`src/rtl/pipe_if_stage.sv`:
```
// Instruction-fetch stage with the IF/ID pipeline register: PC sequencing, delayed-branch
// redirect, exception flush, hazard stall and break-halt, feeding the ID stage.
module pipe_if_stage #(
  parameter logic [31:0] RESET_PC  = 32'h0040_0000,
  parameter int          IMEM_AW   = 11,
  parameter logic [31:0] NOP_INSTR = 32'h0000_0000
) (
  input  logic               clk,
  input  logic               rst,
  output logic [IMEM_AW-1:0] imem_addr,
  input  logic [31:0]        imem_rdata,
  input  logic               stall,
  input  logic               redirect_valid,
  input  logic [31:0]        redirect_target,
  input  logic               flush_valid,
  input  logic [31:0]        flush_target,
  input  logic               halt_req,
  output logic [31:0]        pc,
  output logic [31:0]        instruction,
  output logic               id_valid,
  output logic [31:0]        id_instr,
  output logic [31:0]        id_pc,
  output logic [31:0]        id_pc4,
  output logic               halted,
  output logic [31:0]        fetch_count
);

  typedef enum logic {RUN = 1'b0, HALTED = 1'b1} state_t;

  state_t      state_q, state_d;
  logic [31:0] pc_p0;
  logic        vld_p1;
  logic [31:0] instr_p1, pc_p1, pc4_p1;
  logic [31:0] fetch_cnt;
  logic        pc_we, ifid_load, ifid_kill;
  logic [31:0] pc_d;

  function automatic logic [31:0] word_align(input logic [31:0] addr);
    return {addr[31:2], 2'b00};
  endfunction

  always_ff @(posedge clk) begin
    if (!rst) state_q <= RUN;
    else      state_q <= state_d;
  end

  always_comb begin
    state_d = state_q;
    case (state_q)
      RUN:     if (halt_req && !flush_valid && !stall) state_d = HALTED;
      HALTED:  if (flush_valid) state_d = RUN;
      default: state_d = RUN;
    endcase
  end

  // Flush wins everywhere; otherwise only an unstalled RUN cycle moves the pipe.
  always_comb begin
    pc_we     = 1'b0;
    pc_d      = pc_p0;
    ifid_load = 1'b0;
    ifid_kill = 1'b0;
    halted    = (state_q == HALTED);
    if (flush_valid) begin
      pc_we     = 1'b1;
      pc_d      = word_align(flush_target);
      ifid_kill = 1'b1;
    end else if (state_q == RUN && !stall) begin
      if (halt_req) begin
        ifid_kill = 1'b1;
      end else begin
        pc_we     = 1'b1;
        ifid_load = 1'b1;
        pc_d      = redirect_valid ? word_align(redirect_target) : pc_p0 + 32'd4;
      end
    end
  end

  // p0: fetch PC
  always_ff @(posedge clk) begin
    if (!rst)       pc_p0 <= RESET_PC;
    else if (pc_we) pc_p0 <= pc_d;
  end

  assign imem_addr   = pc_p0[IMEM_AW+1:2];
  assign pc          = pc_p0;
  assign instruction = imem_rdata;

  // p1: IF/ID register; the current fetch is the delay slot on a redirect
  always_ff @(posedge clk) begin
    if (!rst) begin
      vld_p1    <= 1'b0;
      instr_p1  <= NOP_INSTR;
      pc_p1     <= 32'd0;
      pc4_p1    <= 32'd0;
      fetch_cnt <= 32'd0;
    end else if (ifid_kill) begin
      vld_p1   <= 1'b0;
      instr_p1 <= NOP_INSTR;
    end else if (ifid_load) begin
      vld_p1    <= 1'b1;
      instr_p1  <= imem_rdata;
      pc_p1     <= pc_p0;
      pc4_p1    <= pc_p0 + 32'd4;
      fetch_cnt <= fetch_cnt + 32'd1;
    end
  end

  assign id_valid    = vld_p1;
  assign id_instr    = instr_p1;
  assign id_pc       = pc_p1;
  assign id_pc4      = pc4_p1;
  assign fetch_count = fetch_cnt;

endmodule
```
`config.mk`:
```
export PLATFORM = sky130hd
export DESIGN_NAME = pipe_if_stage
export DESIGN_NICKNAME = d
export VERILOG_FILES = /design/src/rtl/pipe_if_stage.sv
export SDC_FILE = /design/constraint.sdc
export NUM_CORES = 1
export LEC_CHECK = 0
export CORE_ASPECT_RATIO = 1.4
export CORE_MARGIN = 3
export CORE_UTILIZATION = 40
export DETAILED_ROUTE_END_ITERATION = 6
export PLACE_DENSITY = 0.74
export SLEW_MARGIN = 20
export SYNTH_ARGS = -nofsm -noshare
export SYNTH_HDL_FRONTEND = slang
export SYNTH_SLANG_ARGS = --single-unit
export TNS_END_PERCENT = 1
```
`constraint.sdc`:
```
create_clock -name clk -period 2.8 [get_ports clk]
set_input_delay 0.56 -clock clk [delete_from_list [all_inputs] [get_ports clk]]
set_output_delay 0.56 -clock clk [all_outputs]
set_load 0.01 [all_outputs]
```
### After elaboration in Yosys (flattened, before gate mapping)

Index checks and enable logic that the tools add are counted.

| operators by class | value |
|---|---|
| $add $sub $neg | 2 |
| equality and inequality tests | 1 |
| muxes and demuxes | 14 |
| bitwise operators | 3 |
| reductions and logical operators | 9 |

Operators by type and width:

| kind | count |
|---|---|
| two-way mux 32 bit | 4 |
| adder 32 x 1 -> 32 bit (second input constant) | 1 |
| adder 32 x 3 -> 32 bit (second input constant) | 1 |
| two-way mux 1 bit | 9 |
| logical AND 1 bit | 3 |
| inverter 1 bit | 3 |
| AND reduction 3 bit | 1 |
| zero test 1 bit | 2 |
| != test 2 bit (second input constant) | 1 |
| case mux 1 bit (2 select lines) | 1 |
| AND reduction 2 bit | 1 |
| nonzero test 2 bit | 1 |
| OR reduction 2 bit | 1 |

| storage, ports and cells | value |
|---|---|
| register bits | 162 |
| input bits | 102 |
| output and inout port bits | 205 |
| word-level logic and storage cells | 36 |

### Depth between registers and ports, before layout

Gate-level depths: netlist (run 1).

| depth | value |
|---|---|
| depth in word-level cells | 6 |
| mapped depth | 7 |
| depth with buffers taken out | 6 |

### Worst setup path before layout (run 1)

No wires, ideal clock.

| timing | value |
|---|---|
| path kind | reg2reg |
| from | register pc_p0[2], in the netlist pc[2] |
| to | register pc_p0[22], in the netlist pc[22] |
| setup time | 62 ps |
| arrival time | 2,104 ps |
| required time | 2,738 ps |
| path slack | 634 ps |
| cell stages (with the launch flop) | 7 |
| path buffers | 0 |
| period minus slack after synthesis | 2,166 ps |
| cells stage by stage | dfxtp_1 -> ha_1 -> nand4_1 -> or3_4 -> nor4_4 -> mux2_2 -> nand3_1 |

| on the way | value |
|---|---|
| longest elaborated chain between the ends | 5 |

RTL lines:

| element | line | RTL |
|---|---|---|
| from (decl) | 31 | `logic [31:0] pc_p0;` |
| from (signal assigned) | 81 | `else if (pc_we) pc_p0 <= pc_d;` |
| adder 32 x 3 -> 32 bit | 73 | `pc_d = redirect_valid ? word_align(redirect_target) : pc_p0 + 32'd4;` |
| two-way mux 32 bit | 73 |  |
| two-way mux 32 bit | 68 | `if (halt_req) begin` |
| two-way mux 32 bit | 67 | `end else if (state_q == RUN && !stall) begin` |
| two-way mux 32 bit | 63 | `if (flush_valid) begin` |

No other way between the ends. The select of a mux whose other input is x is not followed.
A chain may end at the register's enable or synchronous reset.

### Worst setup path in the final report (run 1)

| timing | value |
|---|---|
| from | register pc_p0[2], in the netlist pc[2] |
| to | register pc_p0[18], in the netlist pc[18] |

The elaborated chain is that of the path after synthesis.

==> impl_results.md, run 1 <==
* Most frequent cells in the layout: 293 x clkdlybuf4s50_1, 175 x nand2_1, 156 x dfxtp_1, 111 x a21oi_1, 74 x nor2_1
* Ant. Diodes at 0
* Post CTS Setup Buffer Count at 0
* Launch point of the critical path: pc[2]
* Final Skew at roughly 6.6 ps
* Vias in the first global route at around 7.5k
* CTS tree: done
* Vias after detailed routing at ~7.7k
* Die X at between 100 and 150 um
* Adder-Cell Fraction of Synth Area at less than 1%
* RSZ-0062 raised after global routing: no
* Min-delay src: id_pc[13]
* Post-layout util at 60.9%
* DR iter-0 viols at approximately 390
* Area Growth Syn to Fin at 47.3%
* Fin. max-slew vios at 0
* Actual slew at the worst max-slew pin at about 750 ps
* Critical path class: flop to flop
* Maximum VDD drop at roughly 0.38 mV
* H-Tree Depth at 4
* WL/cell at approximately 18 um
* Initial antenna violation count at 0
* Pre-CTS setup slack at approximately 150 ps
* Asr flop ratio synth at 0%
* Clock transition at path regs at approximately 60 ps
* Max Cap Violations at 0
* Post-Synth XOR/XNOR Area at under 10%
* Worst setup SP type: flop
* Initial Util at between 40% and 50%
* PD cells at just over 500 mW/mm^2
* Critical Path RT at 3130 ps
* Gpl congestion at between 0.8 and 0.9
* Top Ports at ~310
* Num rows at 58
* Synth Area in Compound Gates at around 18%
* ANT nets after route at 0
* Worst hold path class: flop to flop
* Rel. slew slack at 49.6%
* Global-route usage over all layers at between 20% and 30%
* Setup WS post-layout at around 300 ps
* Synth Register Bits at about 160
* Proportion of layout cells with a drive suffix above 1 at 7.55%
* Static Leak at 0.00394 uW
* Core footprint at around 0.018 mm^2
* Mux share of post-synthesis cell area at 0.810%
* F_max at 399 MHz
* Syn Inst Count at ~960
* Worst-path fanout max at 6
* Worst skew pair latency at roughly 420 ps
* Hold Vio Cnt, Final at 0
* Reg2reg path depth at 6
* Die area at about 0.021 mm^2
* Die Y at 169 um
* Post-synthesis simple-gate area fraction at 25.4%
* HPWL Detailed at around 19,000 um
* Final period utilization at 89.4%
* # nets final at approximately 1.3k
* Most used DFF post-synth: dfxtp_1
* Largest family of logic cells by synthesized area: simple AND/OR/NAND/NOR gates
* Status: complete, no violations
* Max Root-Sink Buffers at 2
* CTS hold repair buffers at 0
* Cell area after synthesis at approximately 0.0076 mm^2
* CTS Sinks at approximately 160
* Grt total ovfl at 0
* First-pass GRT wire length at between 40,000 and 50,000 um
* Largest net degree at the start of global routing at 107
* Reg2Reg Launch Point: pc[2]
* I/O Buffers at 296
* CP max stage cell: nor3_1
* Vias/cell at around 5.3
* Number of synthesized flops with an enable pin at 0
* Most common cell after layout, fill and taps aside: clkdlybuf4s50_1
* Hold Crit Depth at 2
* Min Tclk post-route at around 2500 ps
* Final setup viols at 0
* Post-synthesis sequential area ratio at 41.3%
* Drt drc at 0
* Post-Route WL at 25,900 um
* Drt first pass iters at 5
* Arrival @ worst endpoint at 2840 ps
* Crit. End Element: flop
* Slowest stage delay, CP at 630 ps
* Setup TNS at 0 ps
* Mapped Avg Cell Area at ~7.9 um^2
* Hold_ws at between 400 and 500 ps
* CTS resizes at 0
* Synth Warn # at 0
* Clk root buf: clkbuf_16
* Synth cell types at 63
* Number of buffers created by CTS at 17
* Critical path cell sequence: ha_1, nand4_1, nor3_1, nand2_1, o31a_1, o32ai_1
-- worst max-delay path, delay by kind of cell (launching register included) --
kind / cells / cell delay, ps
fa+ha+maj: 1 / 330
flops: 1 / 350
simple gates: 3 / 1190
compound gates: 2 / 540
-- metal layers --
metal	track usage, %	part of all wire, %	up-vias	wire length [um]
met1	28.7	39	3575	9990
met5	0	0	-	0
met4	9.06	2.8	0	719
met3	6.68	7.7	41	2000
met2	42.8	51	306	13200
li1	-	-	3735	-
-- final timing paths --
path	to	slack [ps]
setup / recovery	pc[18]	300
hold / removal	id_pc[13]	450
setup reg to reg	pc[18]	300
hold reg to reg	id_pc[13]	450
-- cell type report --
class                           count  area [um^2]
Tap cell                          240          300
Timing Repair Buffer              332         3240
Fill cell                        1680         7140
Clock buffer                       20          467
Multi-Input combinational cell    674         3780
Inverter                           11         42.5
Sequential cell                   156         3120
Clock inverter                     12          184
-- logic make-up (layout without fill, tap and decap cells) --
kind of cell / count (synthesis) / after routing
and+or+nand+nor: 388 / 388
AOI/OAI and AO/OA: 227 / 227
DFF: 156 / 156
buffers and inverters: 130 / 375
xor gates and xnor gates: 45 / 45
muxes: 6 / 6
adders and majority gates: 2 / 2
other: 1 / 6
-- power breakdown --
group	switching, uW	internal, uW
clock	958	1570
sequential	70.9	2290
combinational	390	418
total	1420	4280
-- synth_stat cells (3+ instances only) --
library cell	n	area share, %
nand2_1	175	8.7
dfxtp_1	156	41
a21oi_1	111	7.3
nor2_1	74	3.7
clkbuf_1	50	2.5
buf_4	49	4.9
o21ai_0	46	3.0
nand3_1	37	2.4
xor2_1	26	3.0
nand4_1	20	1.7
xnor2_1	19	2.2
a211oi_1	14	1.4
and3_1	13	1.1
buf_2	13	0.86
inv_1	11	0.55
or3_1	11	0.91
nor3_1	9	0.60
nand2b_1	8	0.66
a221oi_1	6	0.69
a31oi_1	6	0.50
and2_1	6	0.50
nor4_1	6	0.50
nor4_4	6	1.7
o31a_1	6	0.69
and4_1	5	0.58
buf_1	5	0.25
mux2i_1	5	0.66
o211ai_1	5	0.50
a21o_1	4	0.40
o31ai_1	4	0.40
nor4b_1	3	0.35
-- sequential cells by signal (all words and copies together), names as in the netlist --
register and cells:
halted 1, id_instr 32, fetch_count 32, id_pc 30, id_pc4 30, pc 30
id_valid 1
-- metrics by stage --
stage | cell area (um^2) | power (uW) | cells
floorplan | 7580 | 2780 | 960
global placement | 10500 | 3210 | 1413
detailed placement | 10500 | 3210 | 1413
CTS | 11100 | 5760 | 1445
global route | 11100 | 5900 | 1445
finish | 11100 | 5700 | 1445
Note: power is estimated with default switching activity, not from simulation.
==> inputs of run 2 (changes only) <==
ABC_CLOCK_PERIOD_IN_PS = 2800   (was unset)
CORE_UTILIZATION = 44   (was 40)
PLACE_DENSITY = 0.81   (was 0.74)
==> impl_results.md, run 2 (synthesized netlist as in run 1, its figures left out) <==
* Die area at 0.0188 mm^2 (-8.7%)
* Number of buffers created by CTS at 17 (unchanged)
* Die X at 117 um (-4.4%)
* Final setup viols at 0 (unchanged)
* Crit. End Element: flop
* Fillers at 1,427 (-15%)
* Hold Vio Cnt, Final at 0 (unchanged)
* H-Tree Depth at 4 (unchanged)
* Most common cell after layout, fill and taps aside: clkdlybuf4s50_1
* Proportion of layout cells with a drive suffix above 1 at 7.39% (-0.17 points)
* Final period utilization at 87.0% (-2.5 points)
* Min Tclk post-route at 2440 ps (-68.7 ps)
* Worst-path fanout max at 6 (unchanged)
* First-pass GRT wire length at 40,500 um (+0.91%)
* Worst setup SP type: flop
* Maximum VDD drop at 0.288 mV (-24%)
* Max Cap Violations at 0 (unchanged)
* Rel. slew slack at 53.5% (+3.9 points)
* Die Y at 161 um (-4.5%)
* I/O Buffers at 296 (unchanged)
* Final Skew at 12.3 ps (+5.74 ps)
* Critical Path RT at 3130 ps (about the same)
* Fin. max-slew vios at 0 (unchanged)
* Critical path class: flop to flop
* Arrival @ worst endpoint at 2770 ps (-70 ps)
* CTS resizes at 0 (unchanged)
* Status: complete, no violations
* Vias in the first global route at 7,679 (+3.0%)
* Max Root-Sink Buffers at 2 (unchanged)
* Grt total ovfl at 0 (unchanged)
* Clk root buf: clkbuf_16
* CTS Sinks at 156 (unchanged)
* Worst hold path class: flop to flop
* Core footprint at 0.0168 mm^2 (-8.0%)
* Drt first pass iters at 5 (unchanged)
* Actual slew at the worst max-slew pin at 696 ps (-57.6 ps)
* Global-route usage over all layers at 27.2% (+2.6 points)
* Gpl congestion at 0.897 (+11%)
* PD cells at 499 mW/mm^2 (-2.4%)
* Drt drc at 0 (unchanged)
* Launch point of the critical path: pc[2]
* Hold_ws at 452 ps (-0.176 ps)
* Setup TNS at 0 ps (unchanged)
* Most frequent cells in the layout: 293 x clkdlybuf4s50_1, 175 x nand2_1, 156 x dfxtp_1, 111 x a21oi_1, 74 x nor2_1
* CTS hold repair buffers at 0 (unchanged)
* Vias/cell at 5.55 (+4.8%)
* Initial antenna violation count at 1 (+1)
* Initial Util at 45.0% (+3.6 points)
* Min-delay src: id_instr[26]
* F_max at 411 MHz (+2.8%)
* Vias after detailed routing at 7,820 (+2.1%)
* CTS tree: done
* HPWL Detailed at 19,000 um (+0.65%)
* Num rows at 56 (-3.4%)
* Worst skew pair latency at 430 ps (about the same)
* # nets final at 1,296 (unchanged)
* RSZ-0062 raised after global routing: no
* Static Leak at 0.00392 uW (-0.64%)
* Area Growth Syn to Fin at 46.0%
* WL/cell at 18.4 um (+2.7%)
* Top Ports at 307 (unchanged)
* ANT nets after route at 0 (unchanged)
* Reg2Reg Launch Point: pc[2]
* Post CTS Setup Buffer Count at 0 (unchanged)
* Ant. Diodes at 0 (unchanged)
* DR iter-0 viols at 544 (+39%)
* Clock transition at path regs at 60 ps (about the same)
* Post-Route WL at 25,900 um (about the same)
* Largest net degree at the start of global routing at 87 (-19%)
[run 2: critical path, stage by stage (launching register included)]
cell and delay (ps):
dfxtp_1 330, ha_1 340, nand4_1 350, nor3_1 560
nand2_1 240, o31a_1 290, o32ai_1 240
[run 2: path summary, 6_finish.rpt]
kind / to / slack (ps) / depth (start not counted)
worst max-delay path: pc[18] / 360 / 6
worst min-delay path: id_instr[26] / 450 / 2
worst max register to register: pc[18] / 360 / 6
worst min register to register: id_instr[26] / 450 / 2
[run 2: cell type report]
| class | count | area [um^2] | area share, % |
|---|---|---|---|
| well taps | 203 | 254 | 2.30 |
| inverters | 11 | 41.3 | 0.374 |
| clock inverters | 9 | 111 | 1.01 |
| clock buffers | 23 | 488 | 4.42 |
| repair buffers | 332 | 3240 | 29.4 |
| multi-input cells | 674 | 3780 | 34.3 |
| flip-flops and latches | 156 | 3120 | 28.3 |
[run 2: stage by stage]
stage          util (%)  cells  area (um^2)  setup WS [ps]  total power (uW)
6_report           65.7   1408        11000            364              5510
5_1_grt            65.7   1408        11000            182              5720
4_1_cts            65.7   1408        11000            376              5550
3_5_place_dp       62.1   1376        10400            136              3210
3_3_place_gp       62.1   1376        10400            215              3200
2_1_floorplan         -    960         7580            634              2780
[run 2: layer usage]
layer,vias to the layer above,share of wire (%),track usage [%]
met2,336,51,47.0
met1,3680,38,30.6
met5,-,0.050,0
met3,61,7.2,8.13
li1,3741,-,-
met4,2,3.3,11.4
[run 2: power by group]
part | leakage [uW] | internal [uW] | switching (uW)
clock | 0.000289 | 1410 | 939
sequential | 0.00127 | 2290 | 75.5
combinational | 0.00236 | 417 | 386
